--- src/rtl/sc_lifeloss_ctrl.sv ---
// Life-loss controller: detects a sustained frog/obstacle overlap, strobes one life
// decrement, then runs a timed invulnerability window or latches game over.
module sc_lifeloss_ctrl #(
    parameter int          DATAWIDTH_2   = 2,
    parameter int          DATAWIDTH_8   = 8,
    parameter logic [15:0] RESPAWN_TICKS = 16'd50000
) (
    input  logic                   SC_LIFELOSS_CLOCK_50,
    input  logic                   SC_LIFELOSS_RESET_InHigh,
    input  logic [DATAWIDTH_8-1:0] SC_LIFELOSS_FROG_InBUS,
    input  logic [DATAWIDTH_8-1:0] SC_LIFELOSS_CARS_InBUS,
    input  logic [DATAWIDTH_2-1:0] SC_LIFELOSS_LIVES_InBUS,
    input  logic                   SC_LIFELOSS_ENABLE_InHigh,
    output logic                   SC_LIFELOSS_CUENTA_OutLow,
    output logic                   SC_LIFELOSS_RESPAWN_OutHigh,
    output logic                   SC_LIFELOSS_INVULN_OutHigh,
    output logic                   SC_LIFELOSS_GAMEOVER_OutHigh,
    output logic [1:0]             SC_LIFELOSS_STATE_OutBUS
);

    typedef enum logic [1:0] {
        ST_PLAY     = 2'b00,
        ST_HIT      = 2'b01,
        ST_RESPAWN  = 2'b10,
        ST_GAMEOVER = 2'b11
    } state_t;

    state_t      state_reg;
    state_t      state_next;
    logic        filter_reg;
    logic        filter_next;
    logic [15:0] timer_reg;
    logic [15:0] timer_next;
    logic        respawn_reg;
    logic        respawn_next;
    logic        collision;
    logic        lives_zero;
    logic        lives_one;

    assign collision  = |(SC_LIFELOSS_FROG_InBUS & SC_LIFELOSS_CARS_InBUS);
    assign lives_zero = (SC_LIFELOSS_LIVES_InBUS == '0);
    assign lives_one  = (SC_LIFELOSS_LIVES_InBUS == DATAWIDTH_2'(1));

    always_ff @(posedge SC_LIFELOSS_CLOCK_50) begin
        if (SC_LIFELOSS_RESET_InHigh) begin
            state_reg   <= ST_PLAY;
            filter_reg  <= 1'b0;
            timer_reg   <= 16'd0;
            respawn_reg <= 1'b0;
        end else begin
            state_reg   <= state_next;
            filter_reg  <= filter_next;
            timer_reg   <= timer_next;
            respawn_reg <= respawn_next;
        end
    end

    always_comb begin
        state_next   = state_reg;
        filter_next  = 1'b0;
        timer_next   = timer_reg;
        respawn_next = 1'b0;
        case (state_reg)
            ST_PLAY: begin
                // A hit needs the overlap on two consecutive enabled edges; a paused game holds.
                if (SC_LIFELOSS_ENABLE_InHigh) begin
                    filter_next = collision;
                    if (lives_zero) begin
                        state_next = ST_GAMEOVER;
                    end else if (collision && filter_reg) begin
                        state_next = ST_HIT;
                    end
                end
            end
            ST_HIT: begin
                if (lives_one) begin
                    state_next = ST_GAMEOVER;
                end else begin
                    state_next   = ST_RESPAWN;
                    timer_next   = RESPAWN_TICKS - 16'd1;
                    respawn_next = 1'b1;
                end
            end
            ST_RESPAWN: begin
                if (SC_LIFELOSS_ENABLE_InHigh) begin
                    if (timer_reg == 16'd0) begin
                        state_next = ST_PLAY;
                    end else begin
                        timer_next = timer_reg - 16'd1;
                    end
                end
            end
            default: begin
                state_next = ST_GAMEOVER;
            end
        endcase
    end

    // Every output is either a register or a pure decode of the state register.
    assign SC_LIFELOSS_CUENTA_OutLow    = (state_reg != ST_HIT);
    assign SC_LIFELOSS_RESPAWN_OutHigh  = respawn_reg;
    assign SC_LIFELOSS_INVULN_OutHigh   = (state_reg == ST_RESPAWN);
    assign SC_LIFELOSS_GAMEOVER_OutHigh = (state_reg == ST_GAMEOVER);
    assign SC_LIFELOSS_STATE_OutBUS     = state_reg;

endmodule

--- config.mk ---
export PLATFORM = sky130hd
export DESIGN_NAME = sc_lifeloss_ctrl
export DESIGN_NICKNAME = d
export VERILOG_FILES = /design/src/rtl/sc_lifeloss_ctrl.sv
export SDC_FILE = /design/constraint.sdc
export NUM_CORES = 1
export LEC_CHECK = 0
export CAP_MARGIN = 15
export CORE_MARGIN = 4
export CORE_UTILIZATION = 52
export DETAILED_ROUTE_END_ITERATION = 7
export GPL_ROUTABILITY_DRIVEN = 0
export PLACE_DENSITY_LB_ADDON = 0.12
export SYNTH_ARGS = -nofsm -noshare
export SYNTH_HDL_FRONTEND = slang
export SYNTH_SLANG_ARGS = --single-unit
--- constraint.sdc ---
create_clock -name SC_LIFELOSS_CLOCK_50 -period 2.55 [get_ports SC_LIFELOSS_CLOCK_50]
set_input_delay 0.51 -clock SC_LIFELOSS_CLOCK_50 [delete_from_list [all_inputs] [get_ports SC_LIFELOSS_CLOCK_50]]
set_output_delay 0.51 -clock SC_LIFELOSS_CLOCK_50 [all_outputs]
set_load 0.1 [all_outputs]
==> results.toml <==
[die]
die_h_um = 54.1
dieArea_mm2 = 0.00293
rows = 16
die_w_um = 54.1
ioPinCount = 27
start_util = 0.553
core-area_mm2 = 0.00200

[cells_and_area]
drive_gt1_frac = 0.114
final-seq-area_um2 = 400
largest_register_ffs = 16
fillerInstances = 157
area_growth_pct = 29.7
fin_nets = 181
multiInputGateArea_um2 = 678
diodes = 0

[clock_tree]
post_cts_resized = 0
root_buffer = "clkbuf_4"
ctsHoldBuffers = 0
h-tree-depth = 1
cts.sinks = 20
post_cts_buffers = 0
clk_pin_slew_ns = 0.12
numCtsBuffers = 3
cts_tree = "done"
cts_buffer_depth = 2
insertion_delay_ns = 0.31

[critical_path]
critPathLaunch = "timer_reg[0]"
crit_chain = "inv_1 > ha_1 > nor4b_4 > and4_1 > nor2_1 > a311oi_1"
crit_slowest_cell = "and4_1"
cp.required_ns = 2.78
path_depth = 6
worstReg2RegStart = "timer_reg[0]"
path_delay_family = "simple AND/OR/NAND/NOR gates"
crit_fanout = 14
cp_data_arrival_time_ns = 2.43
slowest_delay_ns = 0.57
crit_buf_inv = 1
rrSetupSlack_ns = 0.35
worstSetupPathType = "reg -> reg"
crit_end = "timer_reg[1]"
start_kind = "flop"
r2r-end = "timer_reg[1]"
worstRegToRegCells = 6
endpoint_kind = "flop"

[timing]
hold_viol = 0
relSlewSlack = 0.631
fin_setup_tns_ns = 0
setup_viol = 0
fin_crit_sh = 0.861
fin_skew_ns = 0.0148
timing.fmax_ghz = 0.456
report.final.slew_viol_count = 0
min_period_ns = 2.20
tightest_slew_ns = 0.549
rsz0062_at_grt = "no"
setup_slack_ns = 0.355

[synthesis]
synth_top_area_share = 0.362
synth_cells = 130
yosys_most_used_dff = "dfxtp_1"
synth_nets = 152
syn_area_mm2 = 0.00111
yosys_register_bits = 20
ys_seq_area_frac = 0.362
ys_types = 37
synth-edff-count = 0
yosys_warnings = 0
yosysMostFrequentCell = "dfxtp_1"
ys_top_cells_by_area = "dfxtp_1 (36%), a211oi_1 (4.1%), nand2b_1 (4.0%)"
synth_top_cells_by_count = "dfxtp_1 (20), nor2_1 (9), a21oi_1 (8), nand2_1 (7), nand2b_1 (7)"
yosysTopAreaCell = "dfxtp_1"
syn_area_per_cell_um2 = 8.52
async_flop_share = 0

[drt]
wl_um = 2900
drc_errors = 0
drt_iter0_drc = 31
final_antenna_net_count = 0
vias = 1173
wl_per_cell_um = 15.7
dr.pass1.iters = 5
viasPerCell = 6.34

[grt]
overflow = 0
grt_antenna_before_repair = 0
grt_max_degree = 15
grt_usage = 0.219
grt_pass1_wl_um = 4650
grt_pass1_vias = 1054

[power_and_ir_drop]
power.leakage_nw = 0.524
ir_drop_uv = 651
power-per-cell-area_mw_per_mm2 = 741

[place]
place_ws_ns = 0.347
dp_hpwl_um = 2220
portBuffers = 26

[worst_hold_path]
hp-class = "reg -> reg"

[run_status]
status = "complete, no violations"

[run]
drv_cap = 0
==> stage by stage <==
| stage | util | instances | hold slack [ns] | total power [mW] | area, µm² |
|---|---|---|---|---|---|
| after detailed placement | 0.691 | 181 | 0.502 | 0.803 | 1380 |
| final | 0.718 | 185 | 0.526 | 1.06 | 1440 |
| after global placement | 0.691 | 181 | 0.488 | 0.791 | 1380 |
| after global routing | 0.718 | 185 | 0.560 | 1.12 | 1440 |
| after floorplan | - | 130 | 0.465 | 0.698 | 1110 |
| after CTS | 0.718 | 185 | 0.523 | 1.06 | 1440 |
==> report_power, final <==
part           internal (mW)  leakage (nW)  switching, mW  total (mW)
clock                  0.159        0.0279          0.101       0.260
sequential             0.346         0.163         0.0446       0.391
combinational          0.145         0.334          0.267       0.413
total                  0.651         0.524          0.413        1.06
==> tightest hold or removal path, cell delays in order, from the launching register on <==
cell	delay [ns]
dfxtp_1	0.36
o31ai_1	0.07
a21oi_1	0.06
==> placed cells by master (no fill, tap or decap), types with 4 or more instances in the layout <==
cell type / Yosys / layout
a211oi_1: 6 / 6
a21oi_1: 8 / 8
a22oi_1: 4 / 4
a31oi_1: 4 / 4
buf_4: 1 / 8
clkdlybuf4s50_1: 0 / 20
dfxtp_1: 20 / 20
nand2_1: 7 / 7
nand2b_1: 7 / 7
nand3_1: 4 / 4
nor2_1: 9 / 9
nor3_1: 6 / 6
o21ai_0: 5 / 5
o31ai_1: 5 / 5
or4_1: 4 / 4
==> final cells by class <==
class	count	share of cell area
Clock buffer	3	0.0157
Clock inverter	1	0.0209
Inverter	3	0.00784
Multi-Input combinational cell	103	0.472
Sequential cell	20	0.279
Tap cell	27	0.0235
Timing Repair Buffer	28	0.181
==> cells by family (layout without fill, tap and decap cells) <==
logic type               count (synthesis)  after routing  share of synthesized area
flip-flops                              20             20                      0.362
AND/OR/NAND/NOR                         64             64                      0.367
adder cells (fa/ha/maj)                  1              1                     0.0113
AO/OA/AOI/OAI                           37             37                      0.223
multiplexers                             1              1                    0.00904
buffers and inverters                    7             35                     0.0282
==> metal layers <==
metal  global-route usage  part of all wire  routed length (µm)  up-vias
met4               0.0913             0.013                  39        0
li1                     -                 -                   -      565
met5                    0                 0                   0        -
met2                0.355              0.44                1280       59
met1                0.277              0.43                1250      545
met3               0.0526              0.11                 324        4
==> worst min path at each step <==
stage                        startpoint            end  cells past startpoint
after floorplan           timer_reg[10]  timer_reg[10]                      2
after global placement     timer_reg[7]   timer_reg[7]                      2
after detailed placement  timer_reg[10]  timer_reg[10]                      2
after CTS                 timer_reg[10]  timer_reg[10]                      2
after global routing      timer_reg[10]  timer_reg[10]                      2
final                      timer_reg[7]   timer_reg[7]                      2
Power figures use the tool's default switching activity.
